$ cat src/rtl/sig_mon_pkg.sv
// sig_mon_pkg: shared state encoding and default parameters for sig_stable_mon.
package sig_mon_pkg;
  typedef enum logic [1:0] {IDLE = 2'd0, PRIME = 2'd1, TRACK = 2'd2} state_e;
  localparam int WIDTH_DEF    = 1;
  localparam int MIN_HOLD_DEF = 3;
  localparam int CNT_W_DEF    = 8;
endpackage

$ cat src/rtl/sat_counter.sv
// sat_counter: saturating up-counter; clr restarts at inc (so clr+inc loads 1).
module sat_counter #(
  parameter int CNT_W = 8
) (
  input  logic             clk,
  input  logic             rst_n,
  input  logic             inc,
  input  logic             clr,
  output logic [CNT_W-1:0] q
);
  logic [CNT_W-1:0] q_q, q_d;
  always_comb q_d = clr ? CNT_W'(inc) : (inc && q_q != '1) ? q_q + 1'b1 : q_q;
  always_ff @(posedge clk or negedge rst_n) begin
    if (!rst_n) q_q <= '0;
    else        q_q <= q_d;
  end
  assign q = q_q;
endmodule

$ cat src/rtl/sig_stable_mon.sv
// sig_stable_mon: registered stable/changed/edge flags for a sampled signal,
// with run-length tracking and minimum-hold violation counting.
module sig_stable_mon
  import sig_mon_pkg::*;
#(
  parameter int WIDTH    = WIDTH_DEF,
  parameter int MIN_HOLD = MIN_HOLD_DEF,
  parameter int CNT_W    = CNT_W_DEF
) (
  input  logic             clk,
  input  logic             rst_n,
  input  logic             en,
  input  logic             clr,
  input  logic [WIDTH-1:0] sig,
  output logic             stable,
  output logic             changed,
  output logic             rose,
  output logic             fell,
  output logic [CNT_W-1:0] run_len,
  output logic             viol,
  output logic [CNT_W-1:0] viol_cnt,
  output logic [1:0]       state
);
  localparam logic [CNT_W-1:0] HOLD = CNT_W'(MIN_HOLD);
  state_e           state_q;
  logic [WIDTH-1:0] prev_q;
  logic             armed_q, stable_q, changed_q, rose_q, fell_q, viol_q;
  logic             trk, chg, viol_d, run_clr, run_inc;
  always_comb begin
    trk     = en && state_q != IDLE;
    chg     = trk && sig != prev_q;
    viol_d  = chg && armed_q && run_len < HOLD;
    run_clr = clr || !en || chg || state_q == IDLE;
    run_inc = en && !clr;
  end
  // armed_q stays low until the first change after PRIME, whose run start is unknown
  always_ff @(posedge clk or negedge rst_n) begin
    if (!rst_n) begin
      state_q   <= IDLE;
      prev_q    <= '0;
      armed_q   <= 1'b0;
      stable_q  <= 1'b0;
      changed_q <= 1'b0;
      rose_q    <= 1'b0;
      fell_q    <= 1'b0;
      viol_q    <= 1'b0;
    end else begin
      state_q   <= !en ? IDLE : state_q == IDLE ? PRIME : TRACK;
      prev_q    <= en ? sig : prev_q;
      armed_q   <= trk && (armed_q || chg);
      stable_q  <= trk && !chg;
      changed_q <= chg;
      rose_q    <= chg && sig[0] && !prev_q[0];
      fell_q    <= chg && !sig[0] && prev_q[0];
      viol_q    <= viol_d;
    end
  end
  sat_counter #(.CNT_W(CNT_W)) u_run (
    .clk(clk), .rst_n(rst_n), .inc(run_inc), .clr(run_clr), .q(run_len)
  );
  sat_counter #(.CNT_W(CNT_W)) u_viol (
    .clk(clk), .rst_n(rst_n), .inc(viol_d && !clr), .clr(clr), .q(viol_cnt)
  );
  assign stable  = stable_q;
  assign changed = changed_q;
  assign rose    = rose_q;
  assign fell    = fell_q;
  assign viol    = viol_q;
  assign state   = state_q;
endmodule

$ cat config.mk
export PLATFORM = sky130hd
export DESIGN_NAME = sig_stable_mon
export DESIGN_NICKNAME = d
export VERILOG_FILES = /design/src/rtl/sig_mon_pkg.sv /design/src/rtl/sat_counter.sv /design/src/rtl/sig_stable_mon.sv
export SDC_FILE = /design/constraint.sdc
export NUM_CORES = 1
export LEC_CHECK = 0
export ABC_AREA = 1
export CORE_MARGIN = 5
export CORE_UTILIZATION = 50
export CTS_BUF_LIST = sky130_fd_sc_hd__clkbuf_4 sky130_fd_sc_hd__clkbuf_8
export CTS_CLUSTER_SIZE = 14
export DETAILED_ROUTE_END_ITERATION = 10
export GPL_ROUTABILITY_DRIVEN = 0
export HOLD_SLACK_MARGIN = 0.1
export PLACE_DENSITY = 0.78
export SLEW_MARGIN = 20
export SYNTH_ARGS = -nofsm -noshare
export SYNTH_HDL_FRONTEND = slang
export SYNTH_SLANG_ARGS = --single-unit
$ cat constraint.sdc
create_clock -name clk -period 3.1 [get_ports clk]
set_input_delay 0.31 -clock clk [delete_from_list [all_inputs] [get_ports clk]]
set_output_delay 0.31 -clock clk [all_outputs]
set_load 0.1 [all_outputs]
Word-level counts from Yosys, hierarchy flattened
Index checks and enable logic that the tools add are counted.
{"block": "op_classes", "n_addsub": 2, "magnitude_cmp": 1, "eq_ne": 3, "muxes": 6, "n_reduce_logical": 27}
{"cell": "$mux 8", "n": 4}
{"cell": "$add 8x1->8 const B", "n": 2}
{"cell": "$ne 8x8->1 const B", "n": 2}
{"cell": "$logic_and 1x1->1", "n": 14}
{"cell": "$lt 8x2->1 const B", "n": 1}
{"cell": "$reduce_bool 2->1", "n": 3}
{"cell": "$logic_not 1->1", "n": 5}
{"cell": "$logic_or 1x1->1", "n": 4}
{"cell": "$mux 2", "n": 2}
{"cell": "$logic_not 2->1", "n": 1}
{"cell": "$ne 1x1->1", "n": 1}
{"block": "word_totals", "register_bits": 25, "inputBits": 5, "out_inout_bits": 23, "elab_cells": 49}

Depth between registers and ports, before layout
{"block": "logic_depth", "word_depth": 9, "ltp_mapped": 9}

Cells and area by module
Synthesis repeated with hierarchy kept, for this count alone.
{"block": "hier_totals", "cells_unflattened": 189, "area_unflattened_um2": 1443.9}
{"module": "sat_counter", "n_inst": 2, "cells_each": 73, "area_each_um2": 531.8, "seq_area_each_um2": 200.2}
{"module": "sig_stable_mon", "n_inst": 1, "cells_each": 43, "area_each_um2": 380.4, "seq_area_each_um2": 225.2}

Least setup slack after synthesis
No wires, ideal clock.
{"block": "synth_path", "path_kind": "reg-to-reg", "from": "register u_run.q_q[0] (netlist: u_run.q[0])", "to": "register u_run.q_q[0] (netlist: u_run.q[0])", "setup_ns": 0.121, "arrival_ns": 1.890, "required_ns": 2.979, "setup_slack_ns": 1.089, "stages_incl_launch_ff": 9, "path_buffers": 0, "synth_period_minus_slack_ns": 2.011, "cell_sequence": "dfrtp_1 -> ha_1 -> nand2_1 -> nor2_2 -> nand2_1 -> nand2_1 -> nand2_2 -> nand2_1 -> nand2_1"}
{"block": "synth_between", "elab_chain_len": 3, "elab_cells_between_ends": 6, "cone_classes": "1 x add/sub; 1 x eq/ne; 2 x mux; 2 x reduce/logical"}
{"item": "start, declared", "line_no": "sat_counter.sv:11", "text": "logic [CNT_W-1:0] q_q, q_d;"}
{"item": "start signal, assigned", "line_no": "sat_counter.sv:15", "text": "else q_q <= q_d;"}
{"item": "$add 8x1->8 / $ne 8x8->1 (equally long branches)", "line_no": "sat_counter.sv:12", "text": "always_comb q_d = clr ? CNT_W'(inc) : (inc && q_q != '1) ? q_q + 1'b1 : q_q;"}
{"item": "$mux 8 / $logic_and 1x1->1 (equally long branches)", "line_no": "sat_counter.sv:12"}
{"item": "$mux 8 / $reduce_bool 2->1 (equally long branches)"}
Parallel ways exist; a longest one is shown, timed or not. The select of a mux whose other input is x is not followed.
A chain may end at the register's enable or synchronous reset.

Worst setup path after layout
{"block": "layout_path", "from": "register u_viol.q_q[1] (netlist: u_viol.q[1])", "to": "output viol_cnt[1]"}
{"item": "start, declared", "line_no": "sat_counter.sv:11"}
{"item": "start signal, assigned", "line_no": "sat_counter.sv:15"}
{"item": "end, declared", "line_no": "sig_stable_mon.sv:21", "text": "output logic [CNT_W-1:0] viol_cnt,"}
No word-level cell between the ends.

==> reports/results.txt <==
The run finished with clean final reports. The synthesized netlist contains 26 unique library cells. The fraction of layout instances using a drive strength above 1 works out to 20.5%.

The chip height came out at 63.3 µm. The classification of the worst-slack hold path is in2async. In this run, the number of DRC markers left after iteration 0 of detailed routing was 66. Across every metal layer, demand over resource in global routing totals 15.8%. The first detailed-routing pass took 4 iterations. Clock tree synthesis selected as its root buffer the cell sky130_fd_sc_hd__clkbuf_4. Wire segments on met2 add up to 1.45 mm in the final route. The logs give 189 µm for the wire length on met3 and 3 for the clock buffer count from CTS.

The share of synthesized area in the top cell type comes to 44.1%. In this run, synthesis produced a sequential element count of 25. Total buffers and inverters traversed by the critical path: 1.

By area the synthesized netlist is led by sky130_fd_sc_hd__dfrtp_1, sky130_fd_sc_hd__nand2_1, sky130_fd_sc_hd__nor2_1. For the total count of max-transition violations in the final report, the log shows 0. Gate family responsible for the most delay along the worst path: buffers and inverters. The first global-routing pass estimated 5.15 mm of wire.

TritonCTS built the clock tree. During I/O placement, the number of pins put on the boundary was 28. After Yosys synthesis, XOR and XNOR cells account for 3.08% of the synthesized area. The logs give 1171 for the via count of the first global-routing pass and 2.95 mm for the post-detailed-routing wire length. Cells fill 63.3% of the core in the end. After technology mapping, the gate count stands at 174.

Across the whole layout, storage elements account for 626 µm². Once the floorplan was initialized, standard cells occupied 51.9% of the core. Across the run, the number of max-cap violations was 0. Setup violations remaining at the end of the flow were counted as 0. The critical-path cell with the highest stage delay is sky130_fd_sc_hd__clkdlybuf4s50_1. The library cells used most frequently in the layout, excluding fill and tap cells, are sky130_fd_sc_hd__nand2_1, sky130_fd_sc_hd__dfrtp_1, sky130_fd_sc_hd__nor2_1. The simple-gate share of the synthesized area was 41.2%; the setup TNS was 0 ns. Of the post-synthesis cell area, the part taken by muxes is 0%. Sequential cells were found to cover 44.1% of the synthesized design area.

Between clock sinks in the finished design, the worst skew comes to 0.0127 ns. The total instance count after detailed placement is 232, and the depth of the CTS H-tree is 1. In the final routed layout, each cell accounts on average for 12.5 µm.

The critical path goes through clkdlybuf4s50_1. The tools report the peak supply drop as 0.375 mV. The via count normalized by instance count is 5.13. The minimum clock period is 2.23 ns, and the compound-gate portion of the synthesized area is 3.88%. Clock latency on the worst-skew pair, taken at its later pin, is 0.32 ns. The number of filler instances in the final layout was 233. The worst hold-check slack came out at 0.336 ns. For the initial antenna violation count, the log shows 0. The number of gates resized after CTS is 0. The worst setup path is launched from a register. The number of nets in the synthesized netlist is 181.

In the final routing, the length of wire on met1 measures 1.29 mm. Based on the critical path, the design can be clocked at up to 449 MHz. Number of standard cells in the layout, taps in and fillers out: 236.

For the multi-input logic area, the log shows 709 µm². The library cell used most frequently in the layout, excluding fill and tap cells, is sky130_fd_sc_hd__nand2_1. The uppermost layer routed was met4. The total power per unit cell area was 427 mW/mm². The start-to-end type of the worst setup path is reg2out.

For the critical path data required time, the log shows 2.79 ns. The kind of capture point of the worst setup path is an output pin. Summed over all cells, the static leakage comes to 0.826 nW.

After synthesis the cells add up to 0.00142 mm². Across all layers, the routed design uses 1211 vias. Clock-pin slew was measured on the worst setup and hold paths at 0.15 ns. Maximum count of clock buffers along a single path: 2. The detail route stage leaves a number of antenna-violating nets equal to 0.

After clock tree synthesis, the setup repair step added 0 buffers. Each instance of the synthesized netlist takes up on average 8.16 µm². At the pin with the least slew margin, the transition time is 0.983 ns.

In this design, the stage delay of the slowest critical-path cell is 1.17 ns. The die is 63.3 µm wide. The number of warnings printed during yosys synthesis came out at 0. Setup repair after global routing left no endpoint under its margin.

The area of the die came out at 0.00401 mm². By area, the combinational part of the netlist is dominated by simple AND/OR/NAND/NOR gates. During placement, the flow inserted port buffers numbering 27. Entering global routing, the biggest net connects 26 pins.

The run gives 25 as the clock sink total. The synthesized netlist devotes 1.76% of its cell area to adder and majority cells. The total half-perimeter wirelength after legalization and detailed placement is 2.28 mm, and the floorplan core area is 0.00273 mm². The number of failing hold endpoints at the final stage is 0.

The logs give 34.3% for the headroom to the max-slew limit and 0 for the number of diodes added for antenna fixing. In this run, post-CTS hold repair placed 0 buffers. Global routing finished with a remaining overflow of 0. The net count of the finished layout came out at 213. The relative area change from synthesis to final layout was 21.9%; the ratio of final minimum period to clock period was 71.8%. The data arrival time of the critical path is 1.92 ns. The largest driver fanout on the critical path was 4.

For this run, design rule violations remaining after detail routing come to 0. The total number of placement rows was 19. sky130_fd_sc_hd__dfrtp_1 takes more of the synthesized area than any other cell.
final timing paths:
check | start | end | slack [ns] | depth (start not counted)
worst max-delay path | u_viol.q[1] | viol_cnt[1] | 0.87 | 1
worst min-delay path | rst_n | u_viol.q[3] | 0.34 | 2
worst max register to register | u_run.q[0] | u_viol.q[4] | 1.51 | 8
worst min register to register | armed_q | armed_q | 0.54 | 2
max in group asynchronous | rst_n | u_run.q[2] | 2.52 | 2
min in group clk | armed_q | armed_q | 0.54 | 2
through the flow:
| stage | power [mW] | area, µm² | worst slack, ns |
|---|---|---|---|
| 5_1_grt | 0.774 | 1730 | 0.807 |
| 3_3_place_gp | 0.596 | 1700 | 1.26 |
| 2_1_floorplan | 0.542 | 1420 | 1.09 |
| 6_report | 0.739 | 1730 | 0.874 |
| 3_5_place_dp | 0.598 | 1700 | 1.25 |
| 4_1_cts | 0.745 | 1730 | 0.868 |
layout make-up:
cell class | instances | area share (%)
flip-flops and latches | 25 | 36.2
well taps | 31 | 2.24
clock inverters | 1 | 0.434
inverters | 19 | 4.12
multi-input cells | 129 | 41.0
clock buffers | 3 | 1.30
repair buffers | 28 | 14.8
sequential cells by signal, summed over array words and instances, names as in the netlist:
signal,count
armed_q,1
changed,1
fell,1
prev_q,1
rose,1
stable,1
state,2
u_run.q,8
u_viol.q,8
viol,1
report_power, final:
group	internal, mW	total [mW]	switching (mW)
clock	0.0491	0.147	0.0981
sequential	0.343	0.359	0.0159
combinational	0.0535	0.233	0.179
total	0.446	0.739	0.293
metal layers:
metal  track usage, %  vias to the layer above
li1                 -                      609
met1             20.3                      569
met2             26.2                       31
met3             3.55                        2
met4             5.19                        0
met5                0                        -
kinds of logic (layout without fill, tap and decap cells):
| logic type | count (synthesis) | count (layout) |
|---|---|---|
| AO/OA/AOI/OAI | 10 | 10 |
| XOR/XNOR | 5 | 5 |
| adder cells (fa/ha/maj) | 2 | 2 |
| buffers and inverters | 20 | 51 |
| flip-flops | 25 | 25 |
| AND/OR/NAND/NOR | 112 | 112 |
cell usage after synthesis:
library cell	number
sky130_fd_sc_hd__nand2_2	13
sky130_fd_sc_hd__clkbuf_8	1
sky130_fd_sc_hd__nand2_8	1
sky130_fd_sc_hd__xor2_1	3
sky130_fd_sc_hd__nor2_1	24
sky130_fd_sc_hd__nand3b_1	1
sky130_fd_sc_hd__inv_2	6
sky130_fd_sc_hd__nor2_8	2
sky130_fd_sc_hd__inv_1	13
sky130_fd_sc_hd__nor3_1	1
sky130_fd_sc_hd__nand4_1	1
sky130_fd_sc_hd__nor3b_1	2
sky130_fd_sc_hd__nand3_4	1
sky130_fd_sc_hd__a21oi_1	2
sky130_fd_sc_hd__nor2_4	1
sky130_fd_sc_hd__o21bai_1	2
sky130_fd_sc_hd__nand2_4	3
sky130_fd_sc_hd__dfrtp_1	25
sky130_fd_sc_hd__nor4_1	1
sky130_fd_sc_hd__ha_1	2
sky130_fd_sc_hd__nand3_1	16
sky130_fd_sc_hd__nor2_2	1
sky130_fd_sc_hd__nand2_1	44
sky130_fd_sc_hd__o21ai_1	4
sky130_fd_sc_hd__o21ai_0	2
sky130_fd_sc_hd__xnor2_1	2
Power figures use the tool's default switching activity.
